[src/rtl/fifo_arb_pkg.sv]
`default_nettype none
// ---------------------------------------------------------------------------
// fifo_arb_pkg : shared state encoding and counter sizing for the arbiter
// rev 1.0
// ---------------------------------------------------------------------------
package fifo_arb_pkg;

  typedef enum logic [0:0] {
    IDLE  = 1'b0,
    GRANT = 1'b1
  } arb_state_e;

  // Width of a counter that must hold every value in 0..max_count.
  function automatic int cnt_width(input int max_count);
    return $clog2(max_count) + 1;
  endfunction

endpackage
`default_nettype wire

[src/rtl/rr_select.sv]
`default_nettype none
// ---------------------------------------------------------------------------
// rr_select : combinational round-robin pick, searching from last_ptr+1
// rev 1.0
// ---------------------------------------------------------------------------
module rr_select #(
  parameter int NUM_REQ = 4,
  parameter int ID_W    = $clog2(NUM_REQ)
) (
  input  logic [NUM_REQ-1:0] req,
  input  logic [ID_W-1:0]    last_ptr,
  output logic [ID_W-1:0]    winner,
  output logic               any_req
);

  logic [ID_W:0]   sum;
  logic [ID_W-1:0] idx;

  always_comb begin
    winner  = last_ptr;
    any_req = 1'b0;
    sum     = '0;
    idx     = '0;
    // Offset NUM_REQ wraps back to last_ptr itself, so it is searched last.
    for (int k = 1; k <= NUM_REQ; k++) begin
      sum = {1'b0, last_ptr} + (ID_W+1)'(k);
      if (sum >= (ID_W+1)'(NUM_REQ)) begin
        sum = sum - (ID_W+1)'(NUM_REQ);
      end
      idx = sum[ID_W-1:0];
      if (!any_req && req[idx]) begin
        any_req = 1'b1;
        winner  = idx;
      end
    end
  end

endmodule
`default_nettype wire

[src/rtl/fifo_write_arbiter.sv]
`default_nettype none
// ---------------------------------------------------------------------------
// fifo_write_arbiter : round-robin packet arbiter feeding a ring-buffer write
// port, tracking downstream occupancy for back-pressure.  rev 1.0
// ---------------------------------------------------------------------------
module fifo_write_arbiter
  import fifo_arb_pkg::*;
#(
  parameter int NUM_REQ     = 4,
  parameter int DATA_WIDTH  = 8,
  parameter int BUFFER_SIZE = 32,
  parameter int MAX_PKT_LEN = 16
) (
  input  logic                          clk,
  input  logic                          rst,
  input  logic [NUM_REQ*DATA_WIDTH-1:0] req_data,
  input  logic [NUM_REQ-1:0]            req_valid,
  input  logic [NUM_REQ-1:0]            req_last,
  output logic [NUM_REQ-1:0]            req_ready,
  output logic [DATA_WIDTH-1:0]         fifo_data,
  output logic                          fifo_valid,
  input  logic                          fifo_pop,
  output logic [$clog2(BUFFER_SIZE):0]  occupancy,
  output logic [$clog2(NUM_REQ)-1:0]    grant_id,
  output logic                          busy,
  output logic                          err_underflow,
  output logic                          err_trunc
);

  localparam int ID_W   = $clog2(NUM_REQ);
  localparam int OCC_W  = cnt_width(BUFFER_SIZE);
  localparam int BEAT_W = cnt_width(MAX_PKT_LEN);

  arb_state_e      state_q, state_d;
  logic [ID_W-1:0] grant_id_q, grant_id_d;
  logic [OCC_W-1:0] occ_q, occ_d;
  logic [BEAT_W-1:0] beat_q, beat_d;
  logic            err_underflow_q, err_underflow_d;
  logic            err_trunc_q, err_trunc_d;

  logic [ID_W-1:0]       rr_winner;
  logic                  rr_any;
  logic                  full;
  logic                  push;
  logic                  pop_ok;
  logic                  granted_valid;
  logic                  granted_last;
  logic [DATA_WIDTH-1:0] granted_data;
  logic [BEAT_W-1:0]     beat_inc;

  rr_select #(
    .NUM_REQ (NUM_REQ),
    .ID_W    (ID_W)
  ) u_rr_select (
    .req      (req_valid),
    .last_ptr (grant_id_q),
    .winner   (rr_winner),
    .any_req  (rr_any)
  );

  // One slot of the ring buffer is never usable, hence BUFFER_SIZE-1.
  assign full          = (occ_q == OCC_W'(BUFFER_SIZE - 1));
  assign granted_valid = req_valid[grant_id_q];
  assign granted_last  = req_last[grant_id_q];
  assign granted_data  = req_data[grant_id_q*DATA_WIDTH +: DATA_WIDTH];
  assign push          = fifo_valid;
  assign pop_ok        = fifo_pop && (occ_q != '0);
  assign beat_inc      = beat_q + BEAT_W'(1);

  always_comb begin
    req_ready  = '0;
    fifo_valid = 1'b0;
    fifo_data  = '0;
    busy       = 1'b0;
    if (!rst && state_q == GRANT) begin
      busy                  = 1'b1;
      req_ready[grant_id_q] = !full;
      fifo_valid            = granted_valid && !full;
      fifo_data             = granted_data;
    end
  end

  always_comb begin
    state_d         = state_q;
    grant_id_d      = grant_id_q;
    occ_d           = occ_q;
    beat_d          = beat_q;
    err_underflow_d = err_underflow_q;
    err_trunc_d     = err_trunc_q;

    case ({push, pop_ok})
      2'b10:   occ_d = occ_q + OCC_W'(1);
      2'b01:   occ_d = occ_q - OCC_W'(1);
      default: occ_d = occ_q;
    endcase

    if (fifo_pop && occ_q == '0) begin
      err_underflow_d = 1'b1;
    end

    case (state_q)
      IDLE: begin
        if (rr_any) begin
          grant_id_d = rr_winner;
          beat_d     = '0;
          state_d    = GRANT;
        end
      end
      GRANT: begin
        if (push) begin
          beat_d = beat_inc;
          if (granted_last) begin
            state_d = IDLE;
          end else if (beat_inc == BEAT_W'(MAX_PKT_LEN)) begin
            state_d     = IDLE;
            err_trunc_d = 1'b1;
          end
        end
      end
      default: state_d = IDLE;
    endcase
  end

  always_ff @(posedge clk) begin
    if (rst) begin
      state_q         <= IDLE;
      grant_id_q      <= ID_W'(NUM_REQ - 1);
      occ_q           <= '0;
      beat_q          <= '0;
      err_underflow_q <= 1'b0;
      err_trunc_q     <= 1'b0;
    end else begin
      state_q         <= state_d;
      grant_id_q      <= grant_id_d;
      occ_q           <= occ_d;
      beat_q          <= beat_d;
      err_underflow_q <= err_underflow_d;
      err_trunc_q     <= err_trunc_d;
    end
  end

  assign occupancy     = occ_q;
  assign grant_id      = grant_id_q;
  assign err_underflow = err_underflow_q;
  assign err_trunc     = err_trunc_q;

endmodule
`default_nettype wire

[config.mk]
export PLATFORM = sky130hd
export DESIGN_NAME = fifo_write_arbiter
export DESIGN_NICKNAME = d
export VERILOG_FILES = /design/src/rtl/fifo_arb_pkg.sv /design/src/rtl/rr_select.sv /design/src/rtl/fifo_write_arbiter.sv
export SDC_FILE = /design/constraint.sdc
export NUM_CORES = 1
export LEC_CHECK = 0
export ABC_AREA = 1
export CELL_PAD_IN_SITES_DETAIL_PLACEMENT = 1
export CELL_PAD_IN_SITES_GLOBAL_PLACEMENT = 2
export CORE_MARGIN = 3
export CORE_UTILIZATION = 20
export DETAILED_ROUTE_END_ITERATION = 8
export PLACE_DENSITY = 0.8
export RECOVER_POWER = 25
export SLEW_MARGIN = 10
export SYNTH_ARGS = -nofsm -noshare
export SYNTH_HDL_FRONTEND = slang
export SYNTH_SLANG_ARGS = --single-unit
[constraint.sdc]
create_clock -name clk -period 2.9 [get_ports clk]
set_input_delay 0.725 -clock clk [delete_from_list [all_inputs] [get_ports clk]]
set_output_delay 0.725 -clock clk [all_outputs]
set_load 0.01 [all_outputs]
Word-level counts from Yosys, hierarchy flattened
Index checks and enable logic that the tools add are counted.
- output and inout bits: 24
- register bits: 16
- input bits: 43
- logic and storage cells: 96
- bitwise operators: 3
- equality and inequality tests: 6
- muxes and demuxes: 39
- reductions and logical operators: 20
- order comparisons: 10
- $add $sub $neg: 11
- shifts and indexed selects: 1
- operator list (cell ; count):
    $shiftx 32x6->8 ; 1
    $mux 1 ; 17
    $mux 2 ; 8
    $lt 2x3->1 const B ; 5
    $bmux 1 s2 ; 6
    $ge 3x3->1 const B ; 4
    $pmux 6 s2 ; 1
    $mux 5 ; 2
    $pmux 5 s2 ; 1
    $logic_and 1x1->1 ; 8
    $mux 8 ; 1
    $sub 2x1->2 const B ; 4
    $add 2x2->3 const B ; 2
    $add 6x1->6 const B ; 1
    $eq 6x5->1 const B ; 1
    $logic_not 6->1 ; 1
    $reduce_bool 6->1 ; 1
    $sub 6x1->6 const B ; 1
    $add 5x1->5 const B ; 1
    $eq 5x5->1 const B ; 1
    $logic_not 1->1 ; 5
    $and 4x4->4 ; 1
    $mux 4 ; 1
    $reduce_and 4->1 ; 1
    14 further kinds ; 15

Longest topological paths before layout
Gate-level depths: netlist of the first run.
- depth after elaboration: 17
- mapped depth: 19
- gate-level depth less buffers: 18

Hierarchy
From an unflattened synthesis of the first run, not the netlist that was laid out.
- cells, all modules: 252
- area total of the unflattened synthesis: 1514.0 µm²
- modules (own cells, without submodules) (module ; seq. area each (µm²) ; instances ; cells each ; area an instance (µm²)):
    fifo_write_arbiter ; 320.3 ; 1 ; 206 ; 1282.5
    rr_select ; 0.0 ; 1 ; 46 ; 231.5

Least setup slack after synthesis of the first run
OpenSTA, ideal clock, no wires.
- path type: input to register
- start: input port rst
- end: register occ_q[4] (netlist: occupancy[4])
- buffers on the path: 1
- stages: 16
- data arrival time: 2.455 ns
- required time: 2.785 ns
- slack: 0.329 ns
- cells stage by stage: inv_1 nand2_1 a31oi_1 nand2_2 ha_1 buf_2 nand2_1 inv_1 nor2_1 ha_1 o21bai_1 nand3_1 o211ai_1 nor2_1 o21ai_0 inv_1
- word-level cells in the longest chain between the ends: 5
- elaborated cells on any way between the ends: 7
- those cells by class: eq/ne (2); mux (2); reduce/logical (3)
- RTL lines (element ; RTL line ; source):
    start, declared ; fifo_write_arbiter.sv:15 ; input logic rst,
    $logic_not 1->1 ; fifo_write_arbiter.sv:75 ; if (!rst && state_q == GRANT) begin
    $logic_and 1x1->1 ; fifo_write_arbiter.sv:75 ;
    $mux 1 ; fifo_write_arbiter.sv:75 ;
    $eq 2x1->1 or $eq 2x2->1 (tied branches) ; fifo_write_arbiter.sv:91 ; case ({push, pop_ok})
    $pmux 6 s2 or $reduce_bool 2->1 (tied branches) ; n/a ;
    end signal, assigned ; fifo_write_arbiter.sv:128 ; occ_q <= '0;
    end signal, assigned ; fifo_write_arbiter.sv:135 ; occ_q <= occ_d;
    end, declared ; fifo_write_arbiter.sv:36 ; logic [OCC_W-1:0] occ_q, occ_d;
Parallel ways exist; a longest one is shown, timed or not.
A chain may end at the register's enable or synchronous reset.

Worst setup path after layout of the first run
- start: input port rst
- end: output port busy
- word-level cells in the longest chain between the ends: 3
- RTL lines (element ; RTL line ; source):
    $logic_not 1->1 ; fifo_write_arbiter.sv:75 ;
    $logic_and 1x1->1 ; fifo_write_arbiter.sv:75 ;
    $mux 1 ; fifo_write_arbiter.sv:75 ;
    end, declared ; fifo_write_arbiter.sv:25 ; output logic busy,
Every way passes these cells.

==> results.toml, run 1 <==
[timing]
max_slew_margin_pct = 67.8
setup_repair_after_global_routing_missed_its_margin = "true"
final-setup-viol-count = 0
final_skew_ns = 0.00426
layout_worst_path_cycle_share_pct = 96.0
max_slew.worst_pin.slew_ns = 0.482
max_freq_mhz = 359
hold_viol = 0
period_needed_ns = 2.78
final_max_slew_viol_count = 0

[placed_design]
port_buffers = 66
finalWeightedCongestion = 0.844
dpl.cell_count = 457
place_area_sq_um = 2470
dpl.hpwl_um = 4670

[critical_path]
timing.critical_path.cells = "clkdlybuf4s50_1 > inv_1 > nand2_1 > buf_4 > inv_1 > clkdlybuf4s50_1"
critPathMaxStageDelay_ns = 0.52
timing.critical_path.depth = 6
slowest_stage = "clkdlybuf4s50_1"
crit_start = "rst"
critical_path_required_ns = 2.17
timing.critical_path.to_type = "primary output"
timing.rr.start = "grant_id[0]"
critical_path.top_delay_family = "buffers and inverters"
worstSetupStartpointType = "primary input"
crit_path_max_fanout = 10
setup.worst_path.class = "primary input to primary output"
critical_path_arrival_ns = 2.06
critPathBufInv = 5
rr_worst_depth = 18

[floorplanning]
chipWidth_um = 94.1
die_ht_um = 94.1
placeableCoreArea_sq_um = 7410
floorplan.initialDensity_pct = 21.0
die_area_sq_um = 8860
placement_rows = 31
num_io_pins = 67

[power]
ratio_of_total_power_to_cell_area_nw_per_um2 = 922
vdd_drop_max_v = 0.000431
pwr-share-clk_pct = 9.3
p_int_w = 0.00118
sequentialPowerShare_pct = 17.6
leakage_nw = 1.35
power.net_switching_w = 0.00118
p_sw_share_pct = 49.9
pwr-share-comb_pct = 73.2

[grt]
grt_pass1_vias = 2078
grt_antenna_before_repair = 0
global_route_wire_length_before_repair_um = 9760
gr-total-overflow = 0
largest_net_degree_at_the_start_of_global_routing = 22
gr-usage-all-layers_pct = 13.7

[synth]
synth_area_leader_cell = "dfxtp_1"
syn-cell-area_sq_um = 1550
synth_top_area_share_pct = 20.6
seq_area_frac_synth_pct = 20.6
syn_inst = 278
yosys-top-cells-area = "dfxtp_1, nor2_1, nand2_1, inv_1, o21ai_0"
flip_flop_and_latch_count_after_synthesis = 16
synthesis.area_per_instance_sq_um = 5.59
synth.distinct_cells = 27
synth_warnings = 0
syn_nets = 329

[clock_network]
cts_htree_levels = 1
cts_tree = "built"
clockBufferDepth = 2
cts.sink_count = 16
cts.clk_slew.worst_paths_ns = 0.07
cts_hold_repair.buffers = 0
clock-root-buffer = "clkbuf_8"
postCtsSetupRepairBufs = 0
worst_skew_pair.late_latency_ns = 0.26
cts_made_buffers = 3

[finish]
share_of_final_layout_standard_cells_stronger_than_drive_strength_1_pct = 11.3
area_delta_synth_final_pct = 64.6
final_design_area_no_fill_sq_um = 2560
nNetsFinal = 414
layout.filler_cells = 960
diodes = 0
final-instance-count-excl-fill = 461

[drt]
drtPass1Iterations = 4
vias_per_cell = 4.41
drc = 0
drt_wl_total_um = 6040
vias = 2031
1st_iter_drt_viols = 24
drt.antenna.violating_nets = 0
detail_route.wl_per_cell_um = 13.1

[min_path]
hold_path_class = "flip-flop to flip-flop"
hold_path_startpoint = "err_trunc"
whs_path_depth = 2

[status]
status = "finished, final reports clean"

[run]
max_cap_violations = 0
stage by stage:
stage / util, % / worst slack (ns) / TNS, ns / total power (W) / hold WS [ns]
global route: 34.5 / -0.137 / -0.160 / 0.00264 / 0.495
finish: 34.5 / 0.115 / 0 / 0.00236 / 0.473
detailed placement: 33.4 / -0.204 / -1.37 / 0.00215 / 0.460
CTS: 34.0 / 0.00512 / 0 / 0.00237 / 0.481
global placement: 33.4 / -0.142 / -0.925 / 0.00211 / 0.453
floorplan: - / 0.329 / 0 / 0.00143 / 0.468
worst register-to-register path: stages, from the launching register on:
cell	delay, ns
dfxtp_1	0.50
inv_2	0.11
nand2_1	0.10
nand2_1	0.06
nand2_1	0.06
o21ai_2	0.07
nand2_2	0.13
ha_2	0.21
nand2_1	0.08
inv_1	0.08
nor2_2	0.04
ha_1	0.17
o21bai_1	0.16
nand3_1	0.08
o211ai_1	0.13
nand2_1	0.08
nand2_1	0.05
o21ai_1	0.12
inv_1	0.05
registers in the layout (all words and copies together), names as in the netlist:
name	cells
occupancy	6
beat_q	5
grant_id	2
err_trunc	1
err_underflow	1
state_q	1
cells in the final DEF (no fill, tap or decap), drive strengths merged, types with 2 or more instances in the layout:
cell type	synthesis	layout
clkdlybuf4s15	0	2
dlygate4sd2	0	3
dlygate4sd3	0	5
xor2	4	4
clkdlybuf4s50	0	48
nor2	61	61
nand2	58	58
dlymetal6s2s	0	7
ha	8	8
buf	7	24
dfxtp	16	16
inv	44	44
nand4	6	6
o21ai	29	29
a21oi	19	19
clkbuf	3	5
nand3	15	15
power groups by stage:
stage | logic [W] | clock network, W | registers [W]
finish | 0.00172 | 0.000218 | 0.000414
global placement | 0.00169 | 0 | 0.000420
detailed placement | 0.00173 | 0 | 0.000420
floorplan | 0.00101 | 0 | 0.000421
CTS | 0.00172 | 0.000227 | 0.000416
global route | 0.00197 | 0.000234 | 0.000432
cell families after synthesis:
group | after synthesis | synth area share (%)
fa+ha+maj | 8 | 6.45
compound gates | 52 | 17.5
flops | 16 | 20.6
xor+xnor | 5 | 2.82
buf+inv | 54 | 13.5
simple gates | 143 | 39.1
synthesized netlist by cell type (all sizes together):
library cell and number:
nor2 61, nand2 58, inv 44, o21ai 29, a21oi 19, dfxtp 16, nand3 15, ha 8
buf 7, nand4 6, xor2 4, clkbuf 3, a31oi 1, and2b 1, nand3b 1, nor3 1
o211ai 1, o21bai 1, o22ai 1, xnor2 1
area by class of cell:
cell class                 count  area, sq um  share of cell area, %
clock buffer                   4         55.1                   2.15
inverter                      44          165                   6.46
multi-input combinational    208         1040                   40.8
sequential                    16          320                   12.5
tap                           99          124                   4.85
timing repair buffer          90          850                   33.2
repair_timing:
item / in CTS / in global routing
endpoints found under the setup margin: 6 / 14
pin swaps: 0 / 2
endpoints found under the hold margin: 0 / 0
gates resized for setup: 6 / 19
metal layers:
metal	up-vias	global-route usage [%]	wire length (um)
li1	1039	-	-
met1	925	17.2	2770
met2	60	23.6	2840
met3	7	2.08	359
met4	0	4.45	79
met5	-	0	0
path summary, 6_finish.rpt:
kind         slack, ns            to
max               0.12          busy
min reg2reg       0.47     err_trunc
min               0.47     err_trunc
max reg2reg       0.52  occupancy[4]
(Power assumes the default switching activity.)
==> run 2, diff against run 1 <==
CTS_CLUSTER_DIAMETER = 60   (was not set)
clock period = 3.1 ns   (was 2.9 ns; I/O delays follow)
==> run 2 against run 1 <==
Against the previous run: core utilization is 0.96 points lower; wire length is 5.0% lower; clock power is 11% lower; non-clock buffer count is 5 lower; highest routed layer unchanged.
==> results.toml, run 2 (synthesized netlist as in run 1, its figures left out) <==
[floorplanning]
num_io_pins = 67
die_ht_um = 94.1
die_area_sq_um = 8860
placement_rows = 31
floorplan.initialDensity_pct = 21.0
chipWidth_um = 94.1
placeableCoreArea_sq_um = 7410

[clock_network]
clockBufferDepth = 2
worst_skew_pair.late_latency_ns = 0.25
cts_tree = "built"
cts.clk_slew.worst_paths_ns = 0.07
clock-root-buffer = "clkbuf_8"
cts.sink_count = 16
cts_made_buffers = 3
cts_htree_levels = 1

[grt]
gr-usage-all-layers_pct = 13.4
grt_pass1_vias = 2073
gr-total-overflow = 0
grt_antenna_before_repair = 0
largest_net_degree_at_the_start_of_global_routing = 22
global_route_wire_length_before_repair_um = 9620

[power]
leakage_nw = 1.23
ratio_of_total_power_to_cell_area_nw_per_um2 = 845
vdd_drop_max_v = 0.000421

[critical_path]
worstSetupStartpointType = "primary input"
setup.worst_path.class = "primary input to primary output"
crit_path_max_fanout = 10
critical_path.most_common_cell = "clkdlybuf4s50_1"
slowest_stage = "clkdlybuf4s50_1"
critical_path_arrival_ns = 2.24
timing.critical_path.to_type = "primary output"
timing.critical_path.cells = "clkdlybuf4s50_1 > inv_1 > nand2_1 > buf_4 > a21oi_1 > clkdlybuf4s50_1"
critical_path_required_ns = 2.32
critPathMaxStageDelay_ns = 0.55

[drt]
vias = 1972
drc = 0
detail_route.wl_per_cell_um = 12.6
drt.antenna.violating_nets = 0
vias_per_cell = 4.32
1st_iter_drt_viols = 24
drt_wl_total_um = 5740
drtPass1Iterations = 4

[finish]
largest_register_ffs = 6
final-instance-count-excl-fill = 456
final_design_area_no_fill_sq_um = 2480
nNetsFinal = 409
final_core_util_pct = 33.5
layout.filler_cells = 970
share_of_final_layout_standard_cells_stronger_than_drive_strength_1_pct = 8.40
diodes = 0
final_cell_mix = "nor2_1, nand2_1, clkdlybuf4s50_1"
final_common_cell = "nor2_1"
area_delta_synth_final_pct = 60.0

[placed_design]
port_buffers = 66
dpl.hpwl_um = 4530
dpl.cell_count = 451
place_area_sq_um = 2430
finalWeightedCongestion = 0.799

[status]
status = "finished, final reports clean"

[timing]
final_skew_ns = 0.000950
max_slew.worst_pin.slew_ns = 0.510
final_max_slew_viol_count = 0
max_slew_margin_pct = 66.0
final-setup-viol-count = 0
period_needed_ns = 3.01
hold_viol = 0
layout_worst_path_cycle_share_pct = 97.2
max_freq_mhz = 332
setup_repair_after_global_routing_missed_its_margin = "false"

[run]
max_cap_violations = 0

[min_path]
hold_path_class = "flip-flop to flip-flop"
[run 2: cell count changes in the layout (fill, tap and decap cells not counted), sizes merged]
cell / previous run / this run
buf: 24 / 18
dlymetal6s2s: 7 / 1
clkdlybuf4s50: 48 / 52
dlygate4sd3: 5 / 8
clkdlybuf4s15: 2 / 0
dlygate4sd2: 3 / 5
[run 2: final cells by class]
| type | instances | area [sq um] | share of cell area, % |
|---|---|---|---|
| clock buffers | 4 | 55.1 | 2.22 |
| inverters | 44 | 165 | 6.65 |
| multi-input cells | 208 | 1020 | 41.2 |
| flip-flops and latches | 16 | 320 | 12.9 |
| well taps | 99 | 124 | 4.98 |
| repair buffers | 85 | 796 | 32.0 |
[run 2: where the power goes]
group	switching (W)	leakage, nW	internal (W)
Combinational	0.000864	1.07	0.000660
Clock	0.0000808	0.0288	0.000113
Sequential	0.0000949	0.132	0.000288
Total	0.00104	1.23	0.00106
[run 2: what timing repair did]
action                                  4_1_cts  5_1_grt
hold buffers                                  0        0
pin swaps                                     1        0
resized for setup                             5        2
endpoints found under the hold margin         0        0
endpoints found under the setup margin        5        2
buffers inserted                              1        0
[run 2: routing by layer]
layer  track usage, %  up-vias  part of all wire (%)
met3             2.64        4                   5.3
met1             17.1      887                    49
met2             23.4       51                    45
met4             2.53        0                  0.63
met5                0        -                     0
li1                 -     1030                     -
[run 2: worst paths after layout]
check	from	slack, ns	to	depth (start not counted)
worst max-delay path	rst	0.09	fifo_data[5]	6
worst min register to register	err_trunc	0.45	err_trunc	2
worst max register to register	grant_id[0]	0.64	occupancy[4]	16
worst min-delay path	err_trunc	0.45	err_trunc	2
[run 2: per-stage QoR]
step | total power [W] | hold WS, ns | setup slack, ns | setup TNS (ns)
final | 0.00210 | 0.454 | 0.0867 | 0
after floorplan | 0.00133 | 0.468 | 0.479 | 0
after global routing | 0.00237 | 0.492 | 0.00471 | 0
after detailed placement | 0.00195 | 0.446 | -0.102 | -0.436
after CTS | 0.00216 | 0.461 | 0.0586 | 0
after global placement | 0.00192 | 0.453 | -0.0321 | -0.0981
[run 2: critical path, delay by kind of cell]
family	cells	cell delay, ns
compound gates	1	0.14
simple gates	1	0.06
buf+inv	4	1.26
